--- src/rtl/inject_ni_fifo.sv ---
// rtl/inject_ni_fifo.sv - network-interface injection FIFO with self-address filter and drop/self/sent statistics
//
// Captures single-cycle words from a source that cannot be stalled and presents them
// first-word fall-through to the local router under a valid/ready handshake.
//
// Ports:
//   clk         rising-edge clock
//   rst         asynchronous active-low reset
//   in_data     20-bit word from the source; bits [7:4] hold the destination node id
//   in_valid    single-cycle qualifier for in_data
//   flit_out    head-of-FIFO word toward the router
//   flit_valid  flit_out holds a valid word
//   flit_ready  router accepts flit_out this cycle
//   fifo_count  current occupancy (0..DEPTH)
//   full        occupancy equals DEPTH
//   empty       occupancy is zero
//   drop_count  words lost to overflow, saturating at 255
//   self_count  self-addressed words discarded, saturating at 255
//   sent_count  words handed to the router, saturating at 255
module inject_ni_fifo #(
    parameter int          DEPTH   = 8,
    parameter logic [3:0]  NODE_ID = 4'd0
) (
    input  logic                        clk,
    input  logic                        rst,
    input  logic [19:0]                 in_data,
    input  logic                        in_valid,
    output logic [19:0]                 flit_out,
    output logic                        flit_valid,
    input  logic                        flit_ready,
    output logic [$clog2(DEPTH):0]      fifo_count,
    output logic                        full,
    output logic                        empty,
    output logic [7:0]                  drop_count,
    output logic [7:0]                  self_count,
    output logic [7:0]                  sent_count
);

    localparam int            AW       = $clog2(DEPTH);
    localparam logic [AW:0]   FULL_CNT = (AW + 1)'(DEPTH);

    logic [19:0]   mem [DEPTH];
    logic [AW-1:0] wp;
    logic [AW-1:0] rp;
    logic [AW:0]   cnt;

    logic is_self;
    logic push_ok;
    logic push_drop;
    logic pop;

    assign full       = (cnt == FULL_CNT);
    assign empty      = (cnt == '0);
    assign fifo_count = cnt;
    assign flit_valid = ~empty;
    assign flit_out   = mem[rp];

    // Self filtering is decided before the full check, so a self-addressed word
    // arriving while full is counted as self, not as a drop. Full is taken from
    // the registered count, so a same-cycle pop never frees room for a push.
    assign is_self   = (in_data[7:4] == NODE_ID);
    assign push_ok   = in_valid && !is_self && !full;
    assign push_drop = in_valid && !is_self && full;
    assign pop       = flit_valid && flit_ready;

    // Storage is intentionally not reset; the head word is don't-care while empty.
    always_ff @(posedge clk) begin
        if (push_ok) begin
            mem[wp] <= in_data;
        end
    end

    always_ff @(posedge clk or negedge rst) begin
        if (!rst) begin
            wp  <= '0;
            rp  <= '0;
            cnt <= '0;
        end else begin
            if (push_ok) begin
                wp <= wp + AW'(1);
            end
            if (pop) begin
                rp <= rp + AW'(1);
            end
            case ({push_ok, pop})
                2'b10:   cnt <= cnt + (AW + 1)'(1);
                2'b01:   cnt <= cnt - (AW + 1)'(1);
                default: cnt <= cnt;
            endcase
        end
    end

    always_ff @(posedge clk or negedge rst) begin
        if (!rst) begin
            drop_count <= '0;
            self_count <= '0;
            sent_count <= '0;
        end else begin
            if (push_drop && drop_count != 8'hFF) begin
                drop_count <= drop_count + 8'd1;
            end
            if (in_valid && is_self && self_count != 8'hFF) begin
                self_count <= self_count + 8'd1;
            end
            if (pop && sent_count != 8'hFF) begin
                sent_count <= sent_count + 8'd1;
            end
        end
    end

endmodule

--- config.mk ---
export PLATFORM = sky130hd
export DESIGN_NAME = inject_ni_fifo
export DESIGN_NICKNAME = d
export VERILOG_FILES = /design/src/rtl/inject_ni_fifo.sv
export SDC_FILE = /design/constraint.sdc
export NUM_CORES = 1
export LEC_CHECK = 0
export ABC_AREA = 1
export CORE_MARGIN = 1.5
export CORE_UTILIZATION = 35
export DETAILED_ROUTE_END_ITERATION = 12
export GPL_TIMING_DRIVEN = 0
export PLACE_DENSITY = 0.64
export SETUP_SLACK_MARGIN = 0.1
export SLEW_MARGIN = 30
export SYNTH_ARGS = -nofsm -noshare
export SYNTH_HDL_FRONTEND = slang
export SYNTH_SLANG_ARGS = --single-unit
--- constraint.sdc ---
create_clock -name clk -period 5 [get_ports clk]
set_input_delay 1.5 -clock clk [delete_from_list [all_inputs] [get_ports clk]]
set_output_delay 1.5 -clock clk [all_outputs]
set_load 0.01 [all_outputs]
-- Yosys cells after proc, flatten, opt, wreduce, memory -nomap -nowiden
Memories as Yosys holds them, arrays and structs flattened.
Cells that the tools add are included.
- register bits after elaboration: 34
- latch bits: 0
- bits in writable memories: 160
- ROM bits: 0
- input bits: 24
- output and inout port bits: 51
- memories: 1
- memory list (name ; depth ; width ; read ports ; clocked after memory_dff ; write ports ; RTL line ; RTL):
    mem ; 8 ; 20 ; 1 ; 0 ; 1 ; 42 ; logic [19:0] mem [DEPTH];
- add/sub/neg operators: 7
- multiply operators: 0
- divide/modulo/power cells: 0
- magnitude comparators: 0
- equality and inequality tests: 6
- shifts and indexed selects: 0
- mux-type cells: 3
- bitwise operators: 1
- reductions and logical operators: 13
- operator list (kind ; count):
    8-bit by 1-bit adder with 8-bit output, second input constant ; 3
    8-bit != test, second input constant ; 3
    1-bit logical AND ; 8
    4-bit logical NOT ; 2
    4-bit one-hot mux with 2 select lines ; 1
    3-bit by 1-bit adder with 3-bit output, second input constant ; 2
    4-bit by 1-bit adder with 4-bit output, second input constant ; 1
    4-bit == test, second input constant ; 1
    4-bit by 1-bit subtractor with 4-bit output, second input constant ; 1
    2-bit by 1-bit == test with 1-bit output, second input constant ; 1
    2-bit == test, second input constant ; 1
    1-bit logical NOT ; 2
    1-bit two-way mux ; 2
    2-bit nonzero test ; 1
    1-bit inverter ; 1

-- Depth between registers and ports, before layout
- word-level depth: 6
- depth in mapped cells: 14
- gate-level depth less buffers: 12

-- Least setup slack after synthesis
Ideal clock, no wire load.
- path kind: input to register
- start: input in_data[5]
- end: memory mem[4][0], enable pin
- library setup time: 0.422 ns
- arrival: 3.310 ns
- data required time: 4.578 ns
- setup slack: 1.267 ns
- cell stages on the path: 5
- path buffers: 1
- cells stage by stage: nor2_1 > nand2_2 > nand3_4 > buf_6 > nor3_1
- longest elaborated chain between the ends: 6
- RTL lines (what ; RTL line ; RTL):
    start: declaration ; 26 ; input logic [19:0] in_data,
    4-bit logical NOT ; 61 ; assign is_self = (in_data[7:4] == NODE_ID);
    1-bit logical NOT ; 62 ; assign push_ok = in_valid && !is_self && !full;
    1-bit logical AND (2 in series) ; 62 ;
    1-bit two-way mux ; 68 ; if (push_ok) begin
    1-bit two-way mux (implied by the code) ; 69 ; mem[wp] <= in_data;
    end: declaration ; 42 ;
Every way passes these cells.

-- Worst setup path in the final report
- start: register rp[0]
- end: output flit_out[19]
- longest elaborated chain between the ends: 1
- RTL lines (what ; RTL line ; RTL):
    start: declaration ; 44 ; logic [AW-1:0] rp;
    start signal: assignment ; 83 ; rp <= rp + AW'(1);
    memory read 8 x 20 bit ; - ;
    end: declaration ; 28 ; output logic [19:0] flit_out,
Every way passes these cells.

==> results.toml <==
[route]
wl_mm = 19.00
wl_met1_mm = 8.735
met2WireLength_mm = 8.700
viasPerCell = 4.690
highest_layer = "met4"
ant_nets = 0
drt_iter0_markers = 404
wl_met3_mm = 1.167
wl_per_cell_um = 15.30
drc = 0
dr.pass1.iters = 6
vias = 5825

[power]
powerDensity_nw_per_um2 = 561.3
p_leak_nw = 4.017
ir_drop_mv = 0.3055
total_power_mw = 5.843

[worst_hold_path]
hold_end = "self_count[5]"
whs_path_depth = 2
worstHoldStart = "self_count[5]"
hp-class = "register to register"

[sta]
hold_slack_ns = 0.5409
tightest_slew_ns = 0.6987
slew_headroom_pct = 53.42
finalCritPeriodShare_pct = 76.08
period_needed_ns = 3.804
rsz0062_at_grt = "false"
finClkSkew_ns = 0.01014
maxSlewViolCount = 0
finalHoldViolCount = 0
setup_viol_count_final = 0
timing.final.ws_setup_ns = 1.196
timing.fmax_mhz = 262.9

[worst_setup_path]
r2r-end = "fifo_count[3]"
ff2ff_path_depth = 11
crit_required_ns = 3.50
path_cells = "buf_4 > inv_4 > buf_2 > nor2_1 > o21ai_1 > nand2_1 > nand2_1 > clkdlybuf4s50_1"
rrSetupSlack_ns = 2.69
path_buf_inv = 4
path_max_fanout = 10
rr_startpoint = "fifo_count[0]"
cp_common_cell = "nand2_1"
startpoint_type = "register"
crit_type = "register to output port"
slowest_delay_ns = 0.55
endpoint_kind = "output port"
cp.arrival_ns = 2.30
critical_path.top_delay_family = "buffers and inverters"
crit_path_top_delay_cell = "clkdlybuf4s50_1"

[logic_synthesis]
yosysWarnings = 0
ys_ff_latch = 194
synth_cell_type_count = 31
avgSynthCellArea_um2 = 10.63
netlist_instances = 796
synthMuxAreaShare_pct = 0
seq_area_frac_synth_pct = 66.82
syn_area_um2 = 8463
synthSimpleGateAreaFrac_pct = 19.77
synth-compound-area-share_pct = 6.564
synth_nets = 829
synth_top_family_by_area = "simple AND/OR/NAND/NOR gates"
synthAdderAreaFrac_pct = 1.419
synth-xor-area-share_pct = 1.345

[clock_tree]
cts_resized = 0
cts_tree = "done"
cts_buffers = 17
clk_path_buf_depth = 2
ctsHtreeMaxLevel = 4
cts-root-buf = "clkbuf_16"
clk_pin_slew_ns = 0.07
cts_setup_buffers = 0
insertion_delay_ns = 0.43
clkSinkCount = 194
holdBufCountCts = 0

[die]
die_h_um = 158.5
die_x_um = 158.5
rows = 56
start_util_pct = 35.84
core_um2 = 23610
io_pins = 75
die_area_um2 = 25120

[global_route]
grt_max_degree = 27
grt_pass1_vias = 5673
grt_pass1_wl_mm = 30.19
antenna_found_initial = 0
overflow = 0
grt_usage_pct = 16.17

[place]
pre_cts_ws_ns = 0.9515
port_buffers = 74
gp_congestion = 0.7730
dp_hpwl_mm = 13.13

[finish]
final_net_count = 944
drive_gt1_share_pct = 13.11
diodes = 0
area_delta_synth_final_pct = 23.00

[flow_run]
cap_violations = 0

[run_status]
run_status = "complete, no violations"
[cell type report]
| type | count | area [um^2] |
|---|---|---|
| buffer | 33 | 205.2 |
| clock inverter | 14 | 161.4 |
| sequential | 194 | 5655 |
| inverter | 36 | 140.1 |
| fill | 2204 | 13200 |
| timing repair buffer | 96 | 920.9 |
| multi-input combinational | 533 | 2502 |
| clock buffer | 17 | 425.4 |
| tap | 319 | 399.1 |
[kinds of logic (layout without fill, tap and decap cells)]
kind of cell,after synthesis,in the layout
XOR/XNOR,13,13
buffers and inverters,69,196
AND/OR/NAND/NOR,400,400
adder cells (fa/ha/maj),9,9
flip-flops,194,194
AO/OA/AOI/OAI,111,111
[through the flow]
stage	TNS, ns	utilization, %	std cells	cell area, um^2
6_report	0	44.09	1242	10410
2_1_floorplan	0	-	796	8463
3_3_place_gp	-114.28	40.67	1189	9603
3_5_place_dp	0	41.60	1211	9823
5_1_grt	0	44.09	1242	10410
4_1_cts	0	44.09	1242	10410
[cell usage after synthesis]
cell        n  share of area (%)
dfrtp_1    34                 10
o21ai_0    25                1.5
inv_4       2               0.15
nor2_4      3               0.40
buf_1       2              0.089
nand2_4     3               0.40
xor2_1      7               0.72
buf_2      19                1.1
ha_1        8                1.2
fa_1        1               0.24
nand3_1    15               0.89
or2_2       1              0.074
buf_12      1               0.24
o21ai_1    85                5.0
nand4_1     4               0.30
nand3_2     5               0.59
inv_1      30                1.3
nor3_1      9               0.53
buf_6       2               0.27
nand2_2     6               0.44
a21oi_1     1              0.059
nand3b_1    3               0.27
edfxtp_1  160                 57
nand3_4     1               0.21
nand2_1   187                8.3
inv_2       4               0.18
xnor2_1     6               0.62
clkbuf_1    2              0.089
nor2_1    158                7.0
nor2_2      5               0.37
buf_4       7               0.62
[routing by layer]
| metal | global-route usage (%) | vias to the layer above |
|---|---|---|
| li1 | - | 2903 |
| met1 | 21.39 | 2757 |
| met2 | 25.70 | 142 |
| met3 | 4.164 | 23 |
| met4 | 5.785 | 0 |
| met5 | 0 | - |
[sequential cells by signal, indices dropped and copies added, names as in the netlist]
register	cells
wp	3
fifo_count	4
sent_count	8
mem	160
drop_count	8
self_count	8
rp	3
[placed cells by master (no fill, tap or decap), types with 20 or more instances in the layout]
master	instances
nand2_1	187
edfxtp_1	160
nor2_1	158
o21ai_1	85
clkdlybuf4s50_1	73
dfrtp_1	34
inv_1	30
buf_4	26
o21ai_0	25
buf_2	20
[where the power goes]
group / internal (mW) / switching [mW]
sequential: 2.01 / 0.131
clock: 0.713 / 0.647
combinational: 0.961 / 1.38
total: 3.68 / 2.16
[worst min-delay path: stages, from the launching register on]
cell and delay [ns]:
dfrtp_1 0.40, nand2_1 0.07, nand2_1 0.05
[worst max-delay path by stage]
stage / startpoint / endpoint / cells past startpoint
finish: rp[0] / flit_out[19] / 8
detailed placement: in_data[5] / fifo_count[3] / 12
global placement: in_data[4] / mem[3][13] / 6
CTS: rp[0] / flit_out[19] / 8
global route: rp[0] / flit_out[10] / 8
floorplan: in_data[5] / mem[4][0] / 5
(Power assumes the default switching activity.)
